File: src/rtl/fp8_pkg.sv
// Shared fp8 word layout: [7] sign, [6:4] exponent (0 = zero), [3:0] fraction with implied 1.
package fp8_pkg;
  localparam int FP8_EXP_W  = 3;
  localparam int FP8_FRAC_W = 4;
  localparam int FP8_W      = 1 + FP8_EXP_W + FP8_FRAC_W;

  localparam logic [FP8_W-1:0] FP8_ZERO    = 8'h00;
  localparam logic [FP8_W-2:0] FP8_SAT_MAG = 7'h7F;

  typedef enum logic [1:0] {IDLE, NORM, DONE} fp8_state_e;

  function automatic logic fp8_sign(input logic [FP8_W-1:0] w);
    return w[FP8_W-1];
  endfunction

  function automatic logic [FP8_EXP_W-1:0] fp8_exp(input logic [FP8_W-1:0] w);
    return w[FP8_W-2 -: FP8_EXP_W];
  endfunction

  function automatic logic [FP8_FRAC_W-1:0] fp8_frac(input logic [FP8_W-1:0] w);
    return w[FP8_FRAC_W-1:0];
  endfunction

  function automatic logic [FP8_W-1:0] fp8_pack(input logic s,
                                                input logic [FP8_EXP_W-1:0] e,
                                                input logic [FP8_FRAC_W-1:0] f);
    return {s, e, f};
  endfunction
endpackage

File: src/rtl/fp8_int_to_float_if.sv
// Integer-in / fp8-out handshake bundle; slave is the converter, master the surrounding logic.
interface fp8_int_to_float_if #(
  parameter int IN_W   = 8,
  parameter int EXP_W  = 3,
  parameter int FRAC_W = 4
);
  logic [IN_W-1:0]         in_data;
  logic                    in_valid;
  logic                    in_ready;
  logic [EXP_W+FRAC_W:0]   out_data;
  logic                    out_valid;
  logic                    out_ready;
  logic                    out_zero;
  logic                    out_ovf;

  modport slave (
    input  in_data, in_valid, out_ready,
    output in_ready, out_data, out_valid, out_zero, out_ovf
  );

  modport master (
    output in_data, in_valid, out_ready,
    input  in_ready, out_data, out_valid, out_zero, out_ovf
  );
endinterface

File: src/rtl/fp8_int_to_float.sv
// Signed int -> fp8, normalised one left shift per clock; 1..IN_W edges from accept to out_valid.
// One conversion in flight: in_ready only in IDLE, result held in DONE until out_ready.
module fp8_int_to_float
  import fp8_pkg::*;
#(
  parameter int IN_W   = 8,
  parameter int EXP_W  = FP8_EXP_W,
  parameter int FRAC_W = FP8_FRAC_W
) (
  input logic               clk,
  input logic               rst_n,
  fp8_int_to_float_if.slave bus
);
  localparam int CNT_W = $clog2(IN_W);
  localparam int OUT_W = 1 + EXP_W + FRAC_W;
  localparam logic [CNT_W:0] EXP_MAX = (CNT_W+1)'((1 << EXP_W) - 1);
  localparam logic [CNT_W:0] EXP_TOP = (CNT_W+1)'(IN_W);

  fp8_state_e       state, state_n;
  logic             sign, sign_n;
  logic [IN_W-1:0]  mag, mag_n;
  logic [CNT_W-1:0] cnt, cnt_n;
  logic [OUT_W-1:0] data_q, data_n;
  logic             vld_q, vld_n;
  logic             zero_q, zero_n;
  logic             ovf_q, ovf_n;
  logic [CNT_W:0]   exp_full;

  assign exp_full = EXP_TOP - {1'b0, cnt};

  always_ff @(posedge clk) begin
    if (!rst_n) begin
      state  <= IDLE;
      sign   <= 1'b0;
      mag    <= '0;
      cnt    <= '0;
      data_q <= '0;
      vld_q  <= 1'b0;
      zero_q <= 1'b0;
      ovf_q  <= 1'b0;
    end else begin
      state  <= state_n;
      sign   <= sign_n;
      mag    <= mag_n;
      cnt    <= cnt_n;
      data_q <= data_n;
      vld_q  <= vld_n;
      zero_q <= zero_n;
      ovf_q  <= ovf_n;
    end
  end

  always_comb begin
    state_n = state;
    sign_n  = sign;
    mag_n   = mag;
    cnt_n   = cnt;
    data_n  = data_q;
    vld_n   = vld_q;
    zero_n  = zero_q;
    ovf_n   = ovf_q;
    case (state)
      IDLE: begin
        if (bus.in_valid && bus.in_ready) begin
          sign_n  = bus.in_data[IN_W-1];
          mag_n   = bus.in_data[IN_W-1] ? (~bus.in_data + 1'b1) : bus.in_data;
          cnt_n   = '0;
          state_n = NORM;
        end
      end
      NORM: begin
        if (mag == '0) begin
          // zero is always +0, regardless of the captured sign
          data_n  = '0;
          zero_n  = 1'b1;
          vld_n   = 1'b1;
          state_n = DONE;
        end else if (mag[IN_W-1]) begin
          if (exp_full > EXP_MAX) begin
            data_n = {sign, {(EXP_W+FRAC_W){1'b1}}};
            ovf_n  = 1'b1;
          end else begin
            data_n = {sign, exp_full[EXP_W-1:0], mag[IN_W-2 -: FRAC_W]};
          end
          vld_n   = 1'b1;
          state_n = DONE;
        end else begin
          mag_n = mag << 1;
          cnt_n = cnt + 1'b1;
        end
      end
      DONE: begin
        if (bus.out_ready) begin
          vld_n   = 1'b0;
          zero_n  = 1'b0;
          ovf_n   = 1'b0;
          state_n = IDLE;
        end
      end
      default: state_n = IDLE;
    endcase
  end

  assign bus.in_ready  = rst_n && (state == IDLE);
  assign bus.out_data  = data_q;
  assign bus.out_valid = vld_q;
  assign bus.out_zero  = zero_q;
  assign bus.out_ovf   = ovf_q;
endmodule

File: src/flat_wrapper.sv
// flat-port wrapper written by rule: the top's interface ports become plain ports
module fp8_int_to_float_flat import fp8_pkg::*;
#(
  parameter int IN_W   = 8,
  parameter int EXP_W  = FP8_EXP_W,
  parameter int FRAC_W = FP8_FRAC_W
)
  (clk, rst_n, bus_in_data, bus_in_valid, bus_out_ready, bus_in_ready, bus_out_data, bus_out_valid, bus_out_zero, bus_out_ovf);
  fp8_int_to_float_if #(.IN_W(IN_W), .EXP_W(EXP_W), .FRAC_W(FRAC_W)) bus_i ();
  input logic clk;
  input logic rst_n;
  input wire logic [$bits(bus_i.in_data)-1:0] bus_in_data;
  input wire logic [$bits(bus_i.in_valid)-1:0] bus_in_valid;
  input wire logic [$bits(bus_i.out_ready)-1:0] bus_out_ready;
  output wire logic [$bits(bus_i.in_ready)-1:0] bus_in_ready;
  output wire logic [$bits(bus_i.out_data)-1:0] bus_out_data;
  output wire logic [$bits(bus_i.out_valid)-1:0] bus_out_valid;
  output wire logic [$bits(bus_i.out_zero)-1:0] bus_out_zero;
  output wire logic [$bits(bus_i.out_ovf)-1:0] bus_out_ovf;
  assign bus_i.in_data = bus_in_data;
  assign bus_i.in_valid = bus_in_valid;
  assign bus_i.out_ready = bus_out_ready;
  assign bus_in_ready = bus_i.in_ready;
  assign bus_out_data = bus_i.out_data;
  assign bus_out_valid = bus_i.out_valid;
  assign bus_out_zero = bus_i.out_zero;
  assign bus_out_ovf = bus_i.out_ovf;
  fp8_int_to_float #(.IN_W(IN_W), .EXP_W(EXP_W), .FRAC_W(FRAC_W)) u_core (.clk(clk), .rst_n(rst_n), .bus(bus_i));
endmodule
File: config.mk
export PLATFORM = sky130hd
export DESIGN_NAME = fp8_int_to_float_flat
export DESIGN_NICKNAME = d
export VERILOG_FILES = /design/src/rtl/fp8_pkg.sv /design/src/rtl/fp8_int_to_float_if.sv /design/src/rtl/fp8_int_to_float.sv /design/src/flat_wrapper.sv
export SDC_FILE = /design/constraint.sdc
export NUM_CORES = 1
export LEC_CHECK = 0
export CAP_MARGIN = 20
export CORE_ASPECT_RATIO = 0.6
export CORE_MARGIN = 2
export CORE_UTILIZATION = 47
export DETAILED_ROUTE_END_ITERATION = 12
export GPL_ROUTABILITY_DRIVEN = 1
export PLACE_DENSITY = 0.86
export SYNTH_ARGS = -nofsm -noshare
export SYNTH_HDL_FRONTEND = slang
export SYNTH_SLANG_ARGS = --single-unit
File: constraint.sdc
create_clock -name clk -period 1.9 [get_ports clk]
set_input_delay 0.285 -clock clk [delete_from_list [all_inputs] [get_ports clk]]
set_output_delay 0.285 -clock clk [all_outputs]
set_load 0.02 [all_outputs]
==> impl_metrics.tcl <==
set metrics [dict create \
    yosysTopAreaCell "dfxtp_1" \
    end_kind "flop" \
    route.vias.total 1451 \
    rr_endpoint "u_core.mag[1]" \
    num_rows 15 \
    rsz0062_at_grt "false" \
    seqPwrFrac 0.328 \
    reg2reg_depth 6 \
    pwr-share-comb 0.539 \
    cts_sinks 25 \
    hold_path_depth 2 \
    vias_per_cell 5.781 \
    synthSimpleGateAreaFrac 0.2017 \
    p_sw_mw 1.063 \
    antenna_cells 0 \
    crit_fanout 4 \
    cts-resized-gates 3 \
    p_clk_frac 0.133 \
    die_height_um 46.86 \
    cts_buffer_depth 2 \
    postCtsSetupBuffers 0 \
    power_density_mw_per_mm2 1327 \
    synth_sequential_area_ratio 0.3478 \
    grt_pass1_wl_um 5782 \
    p_total_mw 2.471 \
    grt_usage 0.2199 \
    min_path_type "reg -> reg" \
    fin_worst_skew_ns 0.001378 \
    critPathKind "reg -> reg" \
    synth-compound-area-share 0.2904 \
    async_flop_share 0 \
    io_pins 24 \
    yosys_warnings 0 \
    cts_root_buffer "clkbuf_8" \
    cts_hold_buf 0 \
    synth_xor_area_frac 0.01826 \
    finalHoldViolCount 0 \
    synth_ff_type "dfxtp_1" \
    ir_worst_vdd_mv 0.7497 \
    hold_start "u_core.bus.out_data[7]" \
    synth_top_cell_area_share 0.3478 \
    r2r-start "u_core.state[0]" \
    ff2ff_setup_slack_ns 0.06 \
    syn-instance-count 177 \
    dp_hpwl_um 2824 \
    slew_headroom 0.4784 \
    post-route-util 0.6442 \
    clk_pin_slew_worst_paths_ns 0.09 \
    ys_ff_latch 25 \
    start_util 0.4978 \
    synth-adder-area-share 0.06087 \
    fmax_mhz 542.4 \
    io_buffers 23 \
    max_cap_viol_count 0 \
    grt_max_degree 23 \
    drt-pass1-iter-count 4 \
    drive_gt1_frac 0.1531 \
    drc 0 \
    status "finished clean" \
    dieArea_mm2 0.003535 \
    synth_most_common_cell "dfxtp_1" \
    min_to "u_core.bus.out_data[7]" \
    worst-endpoint-arrival_ns 2.01 \
    dieWidth_um 75.43 \
    avgRoutedWirePerCell_um 14.59 \
    synth_mux_area_frac 0.01391 \
    synth_edf_count 0 \
    fillCellCount 240 \
    layout.nets 229 \
    cts_buffers 3 \
    wl_um 3663 \
    worstSkewPairLatency_ns 0.28 \
    postRouteAntennaNets 0 \
    area_growth_pct 29.39 \
    seq_area_um2 503.0 \
    power.internal_mw 1.408 \
    sw_frac_of_total 0.4303 \
    drt-initial-drc-count 87 \
    cp-start-kind "flop" \
    yosys-top-cells-area "dfxtp_1 35%, o21ai_0 7.0%, ha_1 6.1%, nand2_1 4.4%, a21boi_0 3.7%" \
    grt_pass1_vias 1274 \
    synth_area_mm2 0.001439 \
    multi_input_area_um2 867.1 \
    slew_viol_final 0 \
    period_minus_slack_ns 1.844 \
    overflow 0 \
    synth_nets 196 \
    place.gp.congestion 0.8983 \
    cts.htree.levels 1 \
    coreArea_mm2 0.002890 \
    fin_crit_sh 0.9703 \
    leakagePower_nw 0.7171 \
    tightest_slew_ns 0.7824 \
    setup_viol_count_final 0 \
    required_ns 2.07 \
    yosysUniqueCellTypes 45 \
    avgSynthCellArea_um2 8.129 \
    antenna_found_initial 0 \
    synth_top_family_by_area "compound AO/OA/AOI/OAI gates" \
    tritoncts "done" \
    synth_common_cells "25 x dfxtp_1, 20 x o21ai_0, 17 x nand2_1, 10 x nor2_1, 9 x inv_1" \
]
cells in the final DEF, fill, tap and decap left out, types with 2 or more instances in the layout:
cell and n:
ha_1 5, nor2_1 10, inv_1 7, buf_4 17
nand2b_1 3, clkdlybuf4s50_1 22, o211ai_1 2, a21boi_0 7
o31ai_1 2, o22ai_1 2, a21o_1 2, o21ai_0 20
dfxtp_2 2, o211a_1 2, nor4_1 2, nand4_1 2
nand3b_1 2, a221o_1 2, a21oi_1 4, nand2_1 17
nor3_1 5, a32oi_1 2, a21boi_1 4, xnor2_1 2
clkbuf_8 3, and3_1 2, inv_2 2, nand3_1 6
o21ai_1 3, o311ai_0 3, dfxtp_1 23, mux2i_1 2
area by class of cell:
type	count	area share
multi-input cells	131	0.4657
flip-flops and latches	25	0.2702
repair buffers	40	0.1915
well taps	42	0.02823
clock buffers	3	0.02218
inverters	9	0.01815
clock inverters	1	0.004032
per-stage QoR:
step	setup slack, ns	hold WS [ns]	TNS (ns)	instance area [µm²]	std cells
5_1_grt	0.01526	0.5055	0	1862	251
2_1_floorplan	-0.05268	0.4431	-0.1560	1461	177
3_3_place_gp	-0.08211	0.4488	-0.3423	1803	247
6_report	0.05642	0.4746	0	1862	251
3_5_place_dp	-0.1481	0.4669	-0.6914	1803	247
4_1_cts	0.03202	0.4810	0	1857	251
registers in the layout, indices dropped and copies added (netlist names):
signal / cells
u_core.bus.out_data: 8
u_core.sign: 1
u_core.state: 2
u_core.bus.out_ovf: 1
u_core.bus.out_valid: 1
u_core.mag: 8
u_core.cnt: 3
u_core.bus.out_zero: 1
cell families after synthesis:
group,after synthesis
AO/OA/AOI/OAI,62
AND/OR/NAND/NOR,57
flip-flops,25
buffers and inverters,21
adder cells (fa/ha/maj),7
XOR/XNOR,3
multiplexers,2
how the worst max path moves through the flow:
stage	startpoint	end	slack, ns	cells after the start
3_5_place_dp	rst_n	u_core.mag[1]	-0.15	5
3_3_place_gp	rst_n	u_core.mag[2]	-0.08	5
5_1_grt	u_core.state[0]	u_core.cnt[2]	0.02	6
4_1_cts	u_core.state[0]	u_core.mag[1]	0.03	6
6_report	u_core.state[0]	u_core.mag[1]	0.06	6
2_1_floorplan	u_core.state[1]	u_core.cnt[2]	-0.05	9
routing by layer:
layer,vias to the layer above,routed length (µm),track usage
li1,706,-,-
met1,683,1665,0.2947
met2,56,1701,0.3530
met3,6,256,0.06223
met4,0,40,0.06316
met5,-,0,0
power groups by stage:
stage          registers, mW  clock network [mW]  logic (mW)
2_1_floorplan          0.832                   0       0.806
3_3_place_gp           0.796                   0        1.24
3_5_place_dp           0.808                   0        1.29
4_1_cts                0.801               0.337        1.31
5_1_grt                0.822               0.357        1.45
6_report               0.809               0.329        1.33
critical path: stages (launching register included):
cell and delay [ns]:
dfxtp_2 0.38, inv_2 0.07, ha_2 0.19, a21boi_1 0.14, or3_4 0.42, o21a_1 0.21, a221o_1 0.32
(Power assumes the default switching activity.)
